$ cat config.mk
export PLATFORM = sky130hd
export DESIGN_NAME = cnn_mul_rr_sched_14s_8s
export DESIGN_NICKNAME = d
export VERILOG_FILES = /design/src/rtl/cnn_mul_rr_sched_14s_8s.sv
export SDC_FILE = /design/constraint.sdc
export NUM_CORES = 1
export LEC_CHECK = 0
export BUFFER_PORTS_ARGS = -buffer_cell sky130_fd_sc_hd__buf_4
export CAP_MARGIN = 20
export CORE_ASPECT_RATIO = 2
export CORE_MARGIN = 2
export CORE_UTILIZATION = 50
export DETAILED_ROUTE_END_ITERATION = 16
export GPL_ROUTABILITY_DRIVEN = 0
export PLACE_DENSITY = 0.82
export SKIP_CTS_REPAIR_TIMING = 1
export SYNTH_ARGS = -nofsm -noshare
export SYNTH_HDL_FRONTEND = slang
export SYNTH_SLANG_ARGS = --single-unit
$ cat constraint.sdc
create_clock -name ap_clk -period 6.94 [get_ports ap_clk]
set_input_delay 1.388 -clock ap_clk [delete_from_list [all_inputs] [get_ports ap_clk]]
set_output_delay 1.388 -clock ap_clk [all_outputs]
set_load 0.01 [all_outputs]
$ cat src/rtl/cnn_mul_rr_sched_14s_8s.sv
// cnn_mul_rr_sched_14s_8s
//
// Round-robin scheduler that time-shares one signed din0_WIDTH x din1_WIDTH
// multiplier among N_REQ requesting engines. One requester is granted per
// cycle; its operands are multiplied in a short pipeline and the full-width
// product is returned with the requester index on a single back-pressurable
// response port.
//
// Optional build macro: CNN_MUL_RR_SCHED_OUTREG_EN
//   defined   -> extra output register stage (latency 3, inflight up to 3)
//   undefined -> outputs driven from the product stage (latency 2)
//
// Ports:
//   ap_clk     in   clock, rising edge
//   ap_rst     in   synchronous active-high reset
//   req_valid  in   [N_REQ]            requester i presents operands
//   req_ready  out  [N_REQ]            requester i accepted this cycle
//   req_a      in   [N_REQ*din0_WIDTH] operand A, slice i*din0_WIDTH
//   req_b      in   [N_REQ*din1_WIDTH] operand B, slice i*din1_WIDTH
//   rsp_valid  out  response present
//   rsp_ready  in   consumer accepts the response
//   rsp_id     out  [ID_W]             index of the owning requester
//   rsp_p      out  [dout_WIDTH]       signed product a*b
//   inflight   out  [2]                number of valid pipeline stages

module cnn_mul_rr_sched_14s_8s #(
    parameter int N_REQ      = 4,
    parameter int din0_WIDTH = 14,
    parameter int din1_WIDTH = 8,
    parameter int dout_WIDTH = 22,
    localparam int ID_W      = $clog2(N_REQ)
) (
    input  logic                          ap_clk,
    input  logic                          ap_rst,
    input  logic [N_REQ-1:0]              req_valid,
    output logic [N_REQ-1:0]              req_ready,
    input  logic [N_REQ*din0_WIDTH-1:0]   req_a,
    input  logic [N_REQ*din1_WIDTH-1:0]   req_b,
    output logic                          rsp_valid,
    input  logic                          rsp_ready,
    output logic [ID_W-1:0]               rsp_id,
    output logic [dout_WIDTH-1:0]         rsp_p,
    output logic [1:0]                    inflight
);

    function automatic logic signed [dout_WIDTH-1:0] mul_full(
        input logic signed [din0_WIDTH-1:0] a,
        input logic signed [din1_WIDTH-1:0] b
    );
        logic signed [dout_WIDTH-1:0] a_ext;
        logic signed [dout_WIDTH-1:0] b_ext;
        a_ext = dout_WIDTH'(a);
        b_ext = dout_WIDTH'(b);
        return a_ext * b_ext;
    endfunction

    logic                           advance;
    logic                           found;
    logic                           accept;
    logic [ID_W-1:0]                ptr;
    logic [ID_W-1:0]                winner;
    logic [ID_W-1:0]                winner_next;
    logic                           vld_out;

    logic                           vld_p1;
    logic signed [din0_WIDTH-1:0]   a_p1;
    logic signed [din1_WIDTH-1:0]   b_p1;
    logic [ID_W-1:0]                id_p1;

    logic                           vld_p2;
    logic signed [dout_WIDTH-1:0]   prod_p2;
    logic [ID_W-1:0]                id_p2;

`ifdef CNN_MUL_RR_SCHED_OUTREG_EN
    logic                           vld_p3;
    logic signed [dout_WIDTH-1:0]   prod_p3;
    logic [ID_W-1:0]                id_p3;
`endif

    // A held response freezes every stage, bubbles included.
    assign advance = !vld_out || rsp_ready;

    // First valid requester at or after ptr, wrapping.
    always_comb begin
        found  = 1'b0;
        winner = '0;
        for (int k = 0; k < N_REQ; k++) begin
            if (!found && req_valid[(int'(ptr) + k) % N_REQ]) begin
                found  = 1'b1;
                winner = ID_W'((int'(ptr) + k) % N_REQ);
            end
        end
    end

    assign accept      = found && advance && !ap_rst;
    assign winner_next = (int'(winner) == N_REQ - 1) ? '0 : winner + 1'b1;

    always_comb begin
        req_ready = '0;
        if (accept) begin
            req_ready[winner] = 1'b1;
        end
    end

    // Control and output-visible registers (reset)
    always_ff @(posedge ap_clk) begin
        if (ap_rst) begin
            ptr     <= '0;
            vld_p1  <= 1'b0;
            vld_p2  <= 1'b0;
            prod_p2 <= '0;
            id_p2   <= '0;
`ifdef CNN_MUL_RR_SCHED_OUTREG_EN
            vld_p3  <= 1'b0;
            prod_p3 <= '0;
            id_p3   <= '0;
`endif
        end else if (advance) begin
            if (accept) begin
                ptr <= winner_next;
            end
            // stage p1 -> p2: multiply
            vld_p1 <= accept;
            vld_p2 <= vld_p1;
            if (vld_p1) begin
                prod_p2 <= mul_full(a_p1, b_p1);
                id_p2   <= id_p1;
            end
`ifdef CNN_MUL_RR_SCHED_OUTREG_EN
            // stage p2 -> p3: output register
            vld_p3 <= vld_p2;
            if (vld_p2) begin
                prod_p3 <= prod_p2;
                id_p3   <= id_p2;
            end
`endif
        end
    end

    // stage p1: operand capture, only on accept to limit toggling
    always_ff @(posedge ap_clk) begin
        if (accept) begin
            a_p1  <= req_a[int'(winner)*din0_WIDTH +: din0_WIDTH];
            b_p1  <= req_b[int'(winner)*din1_WIDTH +: din1_WIDTH];
            id_p1 <= winner;
        end
    end

`ifdef CNN_MUL_RR_SCHED_OUTREG_EN
    assign vld_out   = vld_p3;
    assign rsp_p     = prod_p3;
    assign rsp_id    = id_p3;
    assign inflight  = {1'b0, vld_p1} + {1'b0, vld_p2} + {1'b0, vld_p3};
`else
    assign vld_out   = vld_p2;
    assign rsp_p     = prod_p2;
    assign rsp_id    = id_p2;
    assign inflight  = {1'b0, vld_p1} + {1'b0, vld_p2};
`endif

    assign rsp_valid = vld_out;

endmodule

---- Word-level counts from Yosys, hierarchy flattened ----
Cells that the tools add are included.
operators by class
  add/sub/neg operators ................... 5
  $mul .................................... 2
  magnitude comparators ................... 6
  eq/ne operators ......................... 1
  shifts and indexed selects .............. 2
  muxes and demuxes ....................... 23
  bitwise operators ....................... 3
  reductions and logical operators ........ 17
operators with widths
  cell                                                                number
  indexed part select 56 x 7 -> 14 bit                                1
  indexed part select 32 x 6 -> 8 bit                                 1
  multiplier 14 x 8 -> 22 bit                                         1
  less-than comparator 3 x 4 -> 1 bit (second input constant)         3
  two-way mux 1 bit                                                   12
  two-way mux 2 bit                                                   5
  binary-select mux 1 bit (select 2 bit)                              4
  logical AND 1 bit                                                   6
  less-than comparator 2 x 3 -> 1 bit (second input constant)         2
  OR reduction 2 bit                                                  3
  zero test 1 bit                                                     5
  multiplier 2 x 3 -> 5 bit (second input constant)                   1
  adder 2 x 1 -> 2 bit (second input constant)                        2
  adder 2 bit (second input constant)                                 2
  two-way mux 4 bit                                                   1
  AND reduction 2 bit                                                 2
  AND 1 bit (first input constant)                                    3
  adder 1 x 1 -> 2 bit                                                1
  demux 1 bit (select 2 bit)                                          1
  equality test 2 x 1 -> 1 bit (second input constant)                1
  greater-or-equal comparator 2 x 1 -> 1 bit (second input constant)  1
  logical OR 1 bit                                                    1
word-level totals
  flip-flop bits (word level) ............. 52
  output and inout bits ................... 31
  word-level logic and storage cells ...... 67

---- Depth between registers and ports, before layout ----
  word-level depth ........................ 19
  mapped depth ............................ 18

---- Least setup slack after synthesis ----
OpenSTA, ideal clock, no wires.
  path kind ............................... input-to-output
  start point ............................. in req_valid[3]
  end point ............................... out req_ready[0]
  data arrival time ....................... 3824 ps
  required time ........................... 5552 ps
  setup slack ............................. 1728 ps
  stages .................................. 3
  path through ............................ nor4_1 nor3_1 and2_1
between the ends
  elaborated cells between the ends (all ways) .. 33
  those cells by class .................... 2 x order compare; 22 x mux; 9 x reduce/logical
RTL lines
  element                                  line  source
  start, declared                          35    input logic [N_REQ-1:0] req_valid,
  binary-select mux 1 bit (select 2 bit)   88    if (!found && req_valid[(int'(ptr) + k) % N_REQ]) begin
  two-way mux 1 bit (implied by the code)  88
  two-way mux 1 bit                        88
  zero test 1 bit                          88
  logical AND 1 bit                        88
  two-way mux 1 bit                        88
  zero test 1 bit                          88
  logical AND 1 bit                        88
  two-way mux 1 bit                        88
  zero test 1 bit                          88
  logical AND 1 bit                        88
  two-way mux 1 bit (*)                    88
  logical AND 1 bit (*) (2 in a row)       95    assign accept = found && advance && !ap_rst;
  named net accept                         59    logic accept;
  two-way mux 4 bit (*)                    100   if (accept) begin
  end, declared                            36    output logic [N_REQ-1:0] req_ready,
Mark *: on every way through the listed nets, which the timed path passes. The rest lies on a longest branch. The select of a mux whose other input is x is not followed.

---- Worst setup path after layout ----
  start point ............................. reg b_p1[2]
  end point ............................... reg prod_p2[21], in the netlist rsp_p[21]
between the ends
  cells in the longest elaborated chain, start to end .. 1
RTL lines
  element                      line  source
  start, declared              67    logic signed [din1_WIDTH-1:0] b_p1;
  start signal, assigned       144   b_p1 <= req_b[int'(winner)*din1_WIDTH +: din1_WIDTH];
  multiplier 14 x 8 -> 22 bit  54    return a_ext * b_ext;
  end signal, assigned         126   prod_p2 <= mul_full(a_p1, b_p1);
  end, declared                71    logic signed [dout_WIDTH-1:0] prod_p2;
No other way between the ends.
A chain may end at the register's enable or synchronous reset.

==> qor.yml <==
run_status:
  outcome: "finished, final reports clean"
place:
  dp.cells: 1030
  io_buffers: 125
  dp_hpwl_um: 13500
synth:
  ys.flop_type: "dfxtp_1"
  synth_edf_count: 24
  yosys_warnings: 0
  ys_seq_elements: 52
  ys_seq_area_share_pct: 19.3
  ys_async_sr_fraction_pct: 0
  avgSynthCellArea_um2: 8.51
  syn_area_mm2: 0.00663
  synth_cell_types: 44
  syn_nets: 1011
  syn_inst: 779
min_path:
  worstHoldPathCells: 2
  min_path_type: "flip-flop to flip-flop"
floorplan:
  dieWidth_um: 85.4
  fp.coreArea_mm2: 0.0130
  fp.dieArea_mm2: 0.0142
  fp.dieH_um: 167
  ioPinCount: 126
  rows: 59
  start_util_pct: 51.0
final_layout:
  drive_gt1_share_pct: 16.4
  final_common_cell: "nand2_1"
  diodes: 0
  areaGrowthSynthToFinish_pct: 17.6
  layout.nets: 1117
  instances_no_fill: 1038
  layout_common_cells: "nand2_1 (161), inv_1 (134), buf_4 (129), fa_1 (91), and2_1 (71)"
sta:
  rsz0062_at_grt: "no"
  hold_viol: 0
  fin_skew_ps: 8.95
  tns_ps: 0
  tightest_slew_ps: 871
  fin_crit_ps: 5040
  finalCritPeriodShare_pct: 72.6
  max-slew-margin-rel_pct: 41.9
  setup_viol: 0
  final_max_slew_viol_count: 0
  max_freq_ghz: 0.198
setup_path:
  worstSetupStartpointType: "flip-flop"
  cp_slowest_cell: "fa_1"
  worstPathRequired_ps: 7090
  crit_path_max_incr_delay_ps: 630
  arrival_ps: 5190
  cp_common_cell: "inv_1"
  cp_max_fo: 14
  reg2reg_to: "rsp_p[21]"
  cp-startpoint: "b_p1[2]"
  crit_type: "flip-flop to flip-flop"
  cp-endpoint: "rsp_p[21]"
  crit-reg2reg-launch: "b_p1[2]"
  regToRegSetupSlack_ps: 1900
  path_cells: "nand2_1 -> inv_1 -> fa_1 -> inv_1 -> fa_1 -> inv_1 -> fa_1 -> inv_1 -> fa_1 -> inv_1 -> ha_1 -> a21oi_1 -> o221ai_1 -> a21oi_1 -> o41ai_2 -> xnor2_1 -> a211oi_2"
  rr_worst_depth: 17
  worst_setup_path_end_kind: "flip-flop"
global_route:
  grt_first_pass_wirelength_um: 27400
  grt_max_degree: 49
  grt_pass1_vias: 5933
  overflow: 0
  track_usage_pct: 24.5
  antenna_found_initial: 0
routing:
  vias: 5577
  avgRoutedWirePerCell_um: 15.8
  firstDrtPassIters: 5
  drtIter0Drc: 245
  drt-total-wl_um: 16400
  antenna_left: 0
  vias_per_cell: 5.37
  drcViolationCount: 0
clock_network:
  cts_tree: "done"
  root_buffer: "clkbuf_16"
  htreeDepth: 2
  cts.sinks: 52
  clk_pin_slew_ps: 80
  numCtsBuffers: 5
  cts_buffer_depth: 2
  clk_latency_ps: 300
run:
  maxCapViolCount: 0
## registers in the layout, summed over array words and instances (netlist names)
name / count
rsp_p: 22
a_p1: 14
b_p1: 8
id_p1: 2
ptr: 2
rsp_id: 2
rsp_valid: 1
vld_p1: 1
## critical path, delay by kind of cell, from the launching register on
kind | cells | cell delay, ps
DFF | 1 | 620
AOI/OAI and AO/OA | 5 | 780
and+or+nand+nor | 1 | 260
buffers and inverters | 5 | 380
adders and majority gates | 5 | 2610
xor gates and xnor gates | 1 | 250
## area by class of cell
type | instances | area, µm²
clock buffer | 6 | 150
clock inverter | 2 | 16.3
fill | 1111 | 5200
inverter | 135 | 508
multi-input combinational | 562 | 4680
sequential | 52 | 1280
tap | 152 | 190
timing repair buffer | 129 | 968
## metal layers
layer | GRT usage [%] | vias to the layer above | share of wire [%]
li1 | - | 2660 | -
met1 | 22.1 | 2648 | 30
met2 | 47.3 | 186 | 58
met3 | 2.53 | 83 | 2.9
met4 | 18.3 | 0 | 8.6
met5 | 0 | - | 0
## stage by stage
stage               cell area, µm²  worst slack (ps)  util [%]  hold WS, ps
floorplan                     6630              1730         -          471
global placement              7630              2040      58.7          442
detailed placement            7630              1980      58.7          444
CTS                           7790              1940      60.0          454
global route                  7790              1700      60.0          475
finish                        7790              1900      60.0          453
## how the worst min path moves through the flow
stage | slack [ps] | startpoint | end
3_3_place_gp | 440 | rsp_p[9] | rsp_p[9]
4_1_cts | 450 | rsp_p[7] | rsp_p[7]
2_1_floorplan | 470 | id_p1[0] | rsp_id[0]
6_report | 450 | rsp_p[7] | rsp_p[7]
3_5_place_dp | 440 | rsp_p[7] | rsp_p[7]
5_1_grt | 470 | rsp_p[0] | rsp_p[0]
## synth_stat cells (all sizes together) (2+ instances only)
master | n | area, µm²
mux2i | 3 | 30.0
fa | 91 | 1820
or3 | 2 | 12.5
o21ai | 7 | 35.0
ha | 46 | 576
a31oi | 23 | 144
nand3 | 3 | 15.0
a21boi | 2 | 15.0
nand2b | 5 | 31.3
a21oi | 33 | 165
nor4 | 5 | 31.3
dfxtp | 28 | 561
and3 | 22 | 138
o21a | 4 | 30.0
a21o | 5 | 38.8
o211ai | 3 | 32.5
o31ai | 2 | 15.0
nor3 | 7 | 35.0
o2111ai | 3 | 26.3
nand2 | 161 | 604
buf | 9 | 82.6
and2 | 71 | 444
nor3b | 4 | 30.0
a211oi | 6 | 50.1
nor2 | 24 | 90.1
a211o | 2 | 17.5
inv | 134 | 503
xor2 | 4 | 35.0
edfxtp | 24 | 721
xnor2 | 13 | 114
o21bai | 2 | 15.0
clkbuf | 21 | 78.8
nor2b | 3 | 18.8
## kinds of logic after synthesis
| logic type | synth area share, % |
|---|---|
| and+or+nand+nor | 21.9 |
| muxes | 0.453 |
| adders and majority gates | 36.2 |
| DFF | 19.3 |
| buffers and inverters | 10.1 |
| xor gates and xnor gates | 2.25 |
| AOI/OAI and AO/OA | 9.80 |
Power is left out: the tool's default activity adds up to more than one toggle a clock period on the data nets, which glitch-free logic cannot reach.
